`src/rtl/seg7_reader.sv`:
```
// seg7_reader: debounces multiplexed 7-segment scan lines and rebuilds a 4-digit BCD frame.
module seg7_reader #(
    parameter int STABLE_CYCLES = 4
) (
    input  logic        clk,
    input  logic        rst,
    input  logic [0:6]  seg,
    input  logic [3:0]  dig_sel,
    output logic [15:0] bcd,
    output logic [3:0]  blank,
    output logic        err,
    output logic        frame_valid
);
    localparam logic SETTLE  = 1'b0;
    localparam logic LATCHED = 1'b1;
    logic [10:0] smp;
    logic        state;
    logic [7:0]  cnt;
    logic [15:0] sh_bcd, nx_bcd;
    logic [3:0]  sh_blank, sh_inv, seen, nx_blank, nx_inv, nx_seen, nib;
    logic        change, one_hot, done, accept;
    always_comb begin
        case (seg)
            7'b1111110: nib = 4'd0;
            7'b0110000: nib = 4'd1;
            7'b1101101: nib = 4'd2;
            7'b1111001: nib = 4'd3;
            7'b0110011: nib = 4'd4;
            7'b1011011: nib = 4'd5;
            7'b1011111: nib = 4'd6;
            7'b1110000: nib = 4'd7;
            7'b1111111: nib = 4'd8;
            7'b1111011: nib = 4'd9;
            7'b0000000: nib = 4'hA;
            default:    nib = 4'hF;
        endcase
    end
    assign change  = {dig_sel, seg} != smp;
    assign one_hot = dig_sel != 4'd0 && (dig_sel & (dig_sel - 4'd1)) == 4'd0;
    assign done    = !change && state == SETTLE && cnt + 8'd1 == 8'(STABLE_CYCLES);
    assign accept  = done && one_hot;
    assign nx_seen = seen | dig_sel;
    always_comb begin
        nx_bcd   = sh_bcd;
        nx_blank = sh_blank;
        nx_inv   = sh_inv;
        for (int i = 0; i < 4; i++) begin
            if (dig_sel[i]) begin
                nx_bcd[4*i+:4] = nib;
                nx_blank[i]    = nib == 4'hA;
                nx_inv[i]      = nib == 4'hF;
            end
        end
    end
    always_ff @(posedge clk or posedge rst) begin
        if (rst) begin
            smp         <= '0;
            state       <= SETTLE;
            cnt         <= '0;
            sh_bcd      <= '0;
            sh_blank    <= '0;
            sh_inv      <= '0;
            seen        <= '0;
            bcd         <= '0;
            blank       <= '0;
            err         <= 1'b0;
            frame_valid <= 1'b0;
        end else begin
            smp         <= {dig_sel, seg};
            frame_valid <= 1'b0;
            if (change) begin
                cnt   <= 8'd1;
                state <= SETTLE;
            end else if (state == SETTLE) begin
                cnt <= cnt + 8'd1;
                if (done) state <= LATCHED;
            end
            if (accept) begin
                sh_bcd   <= nx_bcd;
                sh_blank <= nx_blank;
                sh_inv   <= nx_inv;
                // the just-accepted digit completes the frame on this same edge
                if (&nx_seen) begin
                    bcd         <= nx_bcd;
                    blank       <= nx_blank;
                    err         <= |nx_inv;
                    frame_valid <= 1'b1;
                    seen        <= '0;
                end else begin
                    seen <= nx_seen;
                end
            end
        end
    end
endmodule

```
`config.mk`:
```
export PLATFORM = sky130hd
export DESIGN_NAME = seg7_reader
export DESIGN_NICKNAME = d
export VERILOG_FILES = /design/src/rtl/seg7_reader.sv
export SDC_FILE = /design/constraint.sdc
export NUM_CORES = 1
export LEC_CHECK = 0
export BUFFER_PORTS_ARGS = -buffer_cell sky130_fd_sc_hd__buf_2
export CAP_MARGIN = 20
export CORE_MARGIN = 3
export CORE_UTILIZATION = 52
export DETAILED_ROUTE_END_ITERATION = 8
export PLACE_DENSITY = 0.7
export SYNTH_ARGS = -nofsm -noshare
export SYNTH_HDL_FRONTEND = slang
export SYNTH_SLANG_ARGS = --single-unit
export TNS_END_PERCENT = 50
```
`constraint.sdc`:
```
create_clock -name clk -period 2.12 [get_ports clk]
set_input_delay 0.424 -clock clk [delete_from_list [all_inputs] [get_ports clk]]
set_output_delay 0.424 -clock clk [all_outputs]
set_load 0.005 [all_outputs]
```
==> flow_summary.ini, run 1 <==
[layout]
antenna_cells = 0
area_growth_pct = 24.3
regArea_um2 = 1750
n_fill_cell = 502
final_common_cell = dfrtp_1
fin_cells = 468
multi_input_area_um2 = 1660
fin_area_um2 = 4370
final_cell_mix = 70 x dfrtp_1, 42 x buf_4, 34 x buf_2, 27 x nor2_1, 18 x mux2_4
drive_gt1_share_pct = 38.4
layout.nets = 400

[synthesis]
synth.ff_latch_count = 70
synthArstFlopShare_pct = 100
syn_avg_cell_area_um2 = 11.2
ys_types = 48
synth_edf_count = 0
yosysSeqAreaShare_pct = 49.9
ys.flop_type = dfrtp_1
yosysWarnings = 0
syn_inst = 313
syn_area_um2 = 3510
synth_nets = 327

[timing]
finalClockSkew_ns = 0.00885
worstMarginPinSlew_ns = 0.522
slew_violations = 0
finalSetupTns_ns = 0
setup_viol = 0
post-route-min-period_ns = 2.06
min_period_over_period_pct = 97.4
grt_setup_unrepaired = yes
slew_headroom_pct = 65.0
clock.fmax_mhz = 484
whs_ns = 0.151
timing_hold_violations_final = 0

[clock_tree]
cts_tree = built
numCtsBuffers = 9
clock_sinks = 70
cts_buffer_depth = 2
path_clk_slew_ns = 0.08
clock_latency_ns = 0.35
cts-htree-levels = 3
clock-root-buffer = clkbuf_8
hold_buffers = 0

[floorplanning]
die_y_um = 88.2
rows = 29
die-area_um2 = 7780
io_pins = 35
core_area_um2 = 6460
start_util_pct = 54.4
die_w_um = 88.2

[critical_path]
crit_type = reg -> reg
worstPathCellList = xor2_1 > nor4_4 > nand3_2 > or4_1 > buf_6 > mux2_4
cp-start-kind = register
r2r_slack_ns = 0.06
cp_max_fo = 7
cp.buffers_inverters = 1
max_stage_delay_ns = 0.44
required_ns = 2.35
critPathTopFamily = simple AND/OR/NAND/NOR gates
cp_slowest_cell = or4_1
worstSetupEndpointType = register
arrival_ns = 2.30

[global_routing]
grt.overflow.total = 0
antenna_found_initial = 0
grt_pass1_wl_mm = 13.1
grt_usage_pct = 22.2
grt_max_degree = 71
grt_pass1_vias = 2663

[routing]
via_per_inst = 5.74
drcViolationCount = 0
num_vias = 2688
wl_met3_um = 385
ant_nets = 0
wl_met1_mm = 3.63
drtPass1Iterations = 6
routed_wl_mm = 8.24
avgRoutedWirePerCell_um = 17.6
top_layer = met4
wl_met2_mm = 4.05
drt_iter0_drc = 137

[power_and_ir_drop]
switching_share_pct = 24.2
p_int_mw = 2.03
leakagePower_nw = 2.18
pwr-share-clk_pct = 41.5
pwr-share-seq_pct = 50.4
powerDensity_nw_per_um2 = 615
comb_power_share_pct = 8.1
p_total_mw = 2.68
vdd_drop_max_uv = 638
switchingPower_mw = 0.649

[place]
dpl_cell_area_um2 = 4050
dp_cells = 448
hpwl_mm = 5.64
gp_congestion = 0.866
io_buffers = 34

[run]
cap_viol_max_count = 0

[worst_hold_path]
min_path_type = in -> async

[status]
status = completed
==> tightest hold or removal path, cell delays in order <==
cell and delay, ns:
buf_2 0.11, clkinvlp_4 0.07, buf_12 0.30
==> metal layers <==
metal,vias to the layer above,GRT usage [%]
met1,1342,29.3
met3,20,4.05
met5,-,0
met2,70,36.0
met4,0,9.07
li1,1256,-
==> power by group through the flow <==
stage | clock network (mW) | registers, mW | logic (mW)
after floorplan | 0 | 1.38 | 0.131
after global placement | 0 | 1.38 | 0.210
after detailed placement | 0 | 1.38 | 0.213
after CTS | 1.13 | 1.35 | 0.216
after global routing | 1.19 | 1.35 | 0.240
final | 1.11 | 1.35 | 0.219
==> logic make-up after synthesis <==
group | synth area share, %
and+or+nand+nor | 13.9
DFF | 49.9
AOI/OAI and AO/OA | 12.5
muxes | 13.6
buffers and inverters | 4.99
xor gates and xnor gates | 4.74
adders and majority gates | 0.356
==> final timing paths <==
path,start,to,cells past startpoint
max,smp[6],sh_blank[2],6
min,rst,cnt[0],3
max reg2reg,smp[6],sh_blank[2],6
min reg2reg,bcd[8],bcd[8],2
min in group clk,dig_sel[2],smp[9],1
max in group asynchronous,rst,bcd[5],3
==> layout make-up <==
type                            count  share of cell area [%]
Sequential cell                    70                    40.1
Clock inverter                      5                    1.32
Inverter                           14                    1.29
Multi-Input combinational cell    207                    38.0
Clock buffer                       11                    3.47
Tap cell                           77                    2.21
Timing Repair Buffer               84                    13.6
==> timing repair <==
item                                    CTS  global route
gates resized for setup                   1            15
setup buffers                             1             2
gates cloned                              0             0
endpoints found under the setup margin   20            44
pin swaps                                 2             4
==> flip-flops by register name, summed over array words and instances (netlist names) <==
register,flops
cnt,8
err,1
seen,4
sh_inv,4
sh_blank,4
blank,4
sh_bcd,16
frame_valid,1
state,1
bcd,16
smp,11
==> per-stage QoR <==
| step | util [%] | setup WS, ns |
|---|---|---|
| 6_report | 67.6 | 0.0558 |
| 5_1_grt | 67.6 | -0.0543 |
| 2_1_floorplan | - | -0.0337 |
| 4_1_cts | 66.2 | 0.00982 |
| 3_5_place_dp | 62.7 | -0.254 |
| 3_3_place_gp | 62.7 | -0.175 |
==> synthesized netlist by cell type (9+ instances only) <==
cell type  count  area, µm²
mux2_2        12        135
xor2_1        15        131
mux2_4        18        270
nor2_1        27        101
nor2b_1        9       56.3
nand2_1       11       41.3
a211oi_1      14        105
o31ai_1       13       97.6
dfrtp_1       70       1750
clkbuf_1      15       56.3
inv_1         14       52.6
Note: power is estimated with default switching activity, not from simulation.
==> run 2, diff against run 1 <==
CAP_MARGIN = 25   (was 20)
CORE_ASPECT_RATIO = 0.75   (was default)
SLEW_MARGIN = 40   (was default)
==> flow_summary.ini, run 2 (synthesis results as in run 1) <==
[timing]
whs_ns = 0.165
finalSetupTns_ns = 0
slew_violations = 0
post-route-min-period_ns = 2.09
grt_setup_unrepaired = yes
clock.fmax_mhz = 479
slew_headroom_pct = 54.7
timing_hold_violations_final = 0
setup_viol = 0
finalClockSkew_ns = 0.00809
worstMarginPinSlew_ns = 0.679
min_period_over_period_pct = 98.4

[floorplanning]
die_y_um = 77.2
io_pins = 35
die-area_um2 = 7790
die_w_um = 101
rows = 25
core_area_um2 = 6410
start_util_pct = 54.8

[clock_tree]
cts_tree = built
clock-root-buffer = clkbuf_8
cts-htree-levels = 3
cts_buffer_depth = 2
path_clk_slew_ns = 0.07
hold_buffers = 0
clock_sinks = 70
numCtsBuffers = 9
clock_latency_ns = 0.35

[layout]
final_cell_mix = 70 x dfrtp_1, 41 x buf_4, 34 x buf_2, 25 x nor2_1, 18 x mux2_4
area_growth_pct = 24.0
antenna_cells = 0
drive_gt1_share_pct = 36.9
n_fill_cell = 480
layout.nets = 397
final_common_cell = dfrtp_1
reg_top3 = bcd x16, sh_bcd x16, smp x11

[global_routing]
grt_pass1_wl_mm = 13.2
grt_usage_pct = 22.2
grt_max_degree = 71
grt_pass1_vias = 2531
grt.overflow.total = 0
antenna_found_initial = 0

[critical_path]
reg2reg_depth = 6
crit_type = reg -> reg
cp_max_fo = 7
r2r_slack_ns = 0.03
worstSetupEndpointType = register
required_ns = 2.35
max_stage_delay_ns = 0.46
cp-start-kind = register
r2r_start = smp[2]
cp.buffers_inverters = 1
worstPathCellList = xor2_1 > nor4_4 > nand3_2 > or4_1 > buf_6 > mux2_4
worstReg2RegEnd = sh_blank[1]
critPathTopFamily = simple AND/OR/NAND/NOR gates
cp_slowest_cell = or4_1
arrival_ns = 2.31

[power_and_ir_drop]
leakagePower_nw = 2.18
switching_share_pct = 21.8
switchingPower_mw = 0.633
powerDensity_nw_per_um2 = 668
pwr-share-seq_pct = 46.5
p_int_mw = 2.28
p_total_mw = 2.91
vdd_drop_max_uv = 715
pwr-share-clk_pct = 46.1
comb_power_share_pct = 7.4

[routing]
ant_nets = 0
drtPass1Iterations = 5
routed_wl_mm = 8.07
drt_iter0_drc = 144
drcViolationCount = 0
avgRoutedWirePerCell_um = 17.2
via_per_inst = 5.63
num_vias = 2642

[place]
gp_congestion = 0.855
io_buffers = 34
hpwl_mm = 5.64

[status]
status = completed

[run]
cap_viol_max_count = 0

[worst_hold_path]
min_path_type = in -> async
## run 2: changes by cell type in the layout (fill, tap and decap cells not counted), sizes merged
cell      before  now
buf           84   81
bufinv         1    3
clkbuf        11   13
clkinv         1    0
clkinvlp       4    1
## run 2: cell type report
| cell class | count | area (µm²) | share of cell area, % |
|---|---|---|---|
| clock buffer | 13 | 159 | 3.65 |
| clock inverter | 3 | 90.1 | 2.07 |
| inverter | 14 | 56.3 | 1.29 |
| multi-input combinational | 207 | 1630 | 37.5 |
| sequential | 70 | 1750 | 40.2 |
| tap | 81 | 101 | 2.33 |
| timing repair buffer | 81 | 563 | 12.9 |
## run 2: power by group through the flow
stage / clock (mW) / sequential, mW / combinational [mW]
finish: 1.34 / 1.35 / 0.215
global route: 1.43 / 1.35 / 0.237
CTS: 1.36 / 1.35 / 0.214
detailed placement: 0 / 1.38 / 0.213
global placement: 0 / 1.38 / 0.209
floorplan: 0 / 1.38 / 0.131
## run 2: routing by layer
metal	global-route usage, %	routed length (µm)
met5	0	0
met4	6.24	65
met3	8.18	621
met1	32.5	3780
met2	30.9	3610
## run 2: how the worst max path moves through the flow
| stage | cells after the start | startpoint | endpoint | slack, ns |
|---|---|---|---|---|
| global placement | 7 | seg[1] | bcd[6] | -0.17 |
| floorplan | 7 | seg[2] | sh_bcd[10] | -0.03 |
| detailed placement | 8 | dig_sel[1] | err | -0.16 |
| global route | 6 | smp[6] | sh_blank[1] | -0.02 |
| CTS | 6 | smp[1] | sh_blank[2] | 0.01 |
| finish | 6 | smp[2] | sh_blank[1] | 0.03 |
## run 2: metrics by stage
stage          cell area, µm²  util [%]  instances  setup slack, ns
6_report                 4350      67.9        469           0.0333
5_1_grt                  4350      67.9        469          -0.0212
4_1_cts                  4290      67.0        466           0.0148
3_5_place_dp             4050      63.1        450           -0.164
3_3_place_gp             4040      63.0        450           -0.167
2_1_floorplan            3570         -        313          -0.0337
## run 2: worst reg2reg max path: stages (launching register included)
cell and delay (ns):
dfrtp_1 0.37, xor2_1 0.17, nor4_4 0.31, nand3_2 0.17, or4_1 0.46, buf_6 0.18
mux2_4 0.30
## run 2: repair_timing
action | 4_1_cts | 5_1_grt
setup endpoints to repair | 0 | 38
setup buffers | 0 | 3
hold endpoints to repair | 0 | 0
gates resized for setup | 0 | 10
==> run 3, diff against run 2 <==
BUFFER_PORTS_ARGS = -buffer_cell sky130_fd_sc_hd__clkbuf_2   (was -buffer_cell sky130_fd_sc_hd__buf_2)
PLACE_DENSITY = 0.68   (was 0.7)
clock period = 2.3 ns   (was 2.12 ns; I/O delays follow)
==> flow_summary.ini, run 3 (synthesis results as in run 1) <==
[status]
status = completed

[critical_path]
required_ns = 2.53
max_stage_delay_ns = 0.52
worstPathCellList = clkbuf_2 > buf_4 > or4b_1 > a21oi_1 > buf_4 > o21ai_1 > a21o_1 > mux2_4
cp.buffers_inverters = 3
arrival_ns = 2.41
setup.worst_path.start = seg[3]
cp_max_fo = 5
cp_slowest_cell = or4b_1
r2r_start = smp[5]
cp-start-kind = primary input
worstSetupEndpointType = register
critPathTopFamily = compound AO/OA/AOI/OAI gates
cp_common_cell = buf_4
crit_type = in -> reg

[clock_tree]
numCtsBuffers = 9
cts-htree-levels = 3
path_clk_slew_ns = 0.07
cts_tree = built
clock_sinks = 70
hold_buffers = 0
cts_buffer_depth = 2
clock-root-buffer = clkbuf_8
clock_latency_ns = 0.34

[layout]
reg_top3 = bcd x16, sh_bcd x16, smp x11
fin_cells = 459
final_common_cell = dfrtp_1
antenna_cells = 0
layout.nets = 389
area_growth_pct = 18.8
final_cell_mix = 70 x dfrtp_1, 38 x buf_4, 34 x clkbuf_2, 26 x nor2_1, 18 x mux2_4
drive_gt1_share_pct = 34.4
n_fill_cell = 502

[floorplanning]
rows = 25
core_area_um2 = 6410
die_w_um = 101
die-area_um2 = 7790
start_util_pct = 54.8
io_pins = 35
die_y_um = 77.2

[routing]
via_per_inst = 5.66
routed_wl_mm = 8.11
drcViolationCount = 0
avgRoutedWirePerCell_um = 17.7
drt_iter0_drc = 128
num_vias = 2600
drtPass1Iterations = 4
ant_nets = 0

[power_and_ir_drop]
pwr-share-seq_pct = 53.5
powerDensity_nw_per_um2 = 558
p_int_mw = 1.78
leakagePower_nw = 2.09
pwr-share-clk_pct = 38.3
vdd_drop_max_uv = 416
switching_share_pct = 23.7
comb_power_share_pct = 8.3
switchingPower_mw = 0.551
p_total_mw = 2.33

[timing]
worstMarginPinSlew_ns = 0.726
min_period_over_period_pct = 94.9
finalClockSkew_ns = 0.00530
slew_violations = 0
grt_setup_unrepaired = no
clock.fmax_mhz = 458
whs_ns = 0.0719
setup_viol = 0
final.setup.worst_slack_ns = 0.116
post-route-min-period_ns = 2.18
slew_headroom_pct = 51.5
timing_hold_violations_final = 0

[place]
io_buffers = 34
dp_cells = 444
gp_congestion = 0.928
dp_slack_ns = -0.231
hpwl_mm = 5.80

[run]
cap_viol_max_count = 0

[global_routing]
grt_usage_pct = 22.3
antenna_found_initial = 0
grt_pass1_vias = 2667
grt_pass1_wl_mm = 13.5
grt.overflow.total = 0
grt_max_degree = 34

[worst_hold_path]
min_path_type = in -> async
[run 3: path summary, 6_finish.rpt]
path / cells past startpoint / slack [ns] / end
max: 8 / 0.12 / sh_bcd[12]
min: 2 / 0.07 / cnt[7]
max reg2reg: 6 / 0.13 / sh_inv[1]
min reg2reg: 2 / 0.49 / bcd[8]
max in group asynchronous: 3 / 1.47 / seen[2]
min in group clk: 1 / 0.28 / smp[6]
[run 3: timing repair]
| action | in CTS | in global routing |
|---|---|---|
| gates resized for setup | 0 | 4 |
| hold endpoints to repair | 0 | 0 |
| buffers inserted | 0 | 1 |
| endpoints found under the setup margin | 0 | 36 |
[run 3: final cells by class]
type	instances	area, µm²	share of cell area (%)
inverters	14	52.6	1.26
repair buffers	73	467	11.2
flip-flops and latches	70	1750	42.0
multi-input cells	207	1630	39.0
clock buffers	13	169	4.05
well taps	81	101	2.43
clock inverters	1	5.00	0.120
[run 3: per-layer routing]
metal	vias up	GRT usage (%)	part of all wire (%)
met3	10	5.55	3.5
li1	1237	-	-
met5	-	0	0
met4	0	5.98	1.1
met2	57	34.6	48
met1	1296	31.3	47
[run 3: power groups by stage]
stage / registers, mW / clock network (mW) / logic, mW
6_report: 1.24 / 0.892 / 0.192
5_1_grt: 1.24 / 0.967 / 0.213
4_1_cts: 1.24 / 0.920 / 0.191
3_5_place_dp: 1.27 / 0 / 0.190
3_3_place_gp: 1.27 / 0 / 0.184
2_1_floorplan: 1.27 / 0 / 0.112
[run 3: per-stage QoR]
step	util, %	TNS, ns	area (µm²)
detailed placement	61.8	-5.18	3960
global route	65.1	0	4170
CTS	64.5	0	4140
floorplan	-	0	3510
finish	65.1	0	4170
global placement	61.5	-9.06	3950
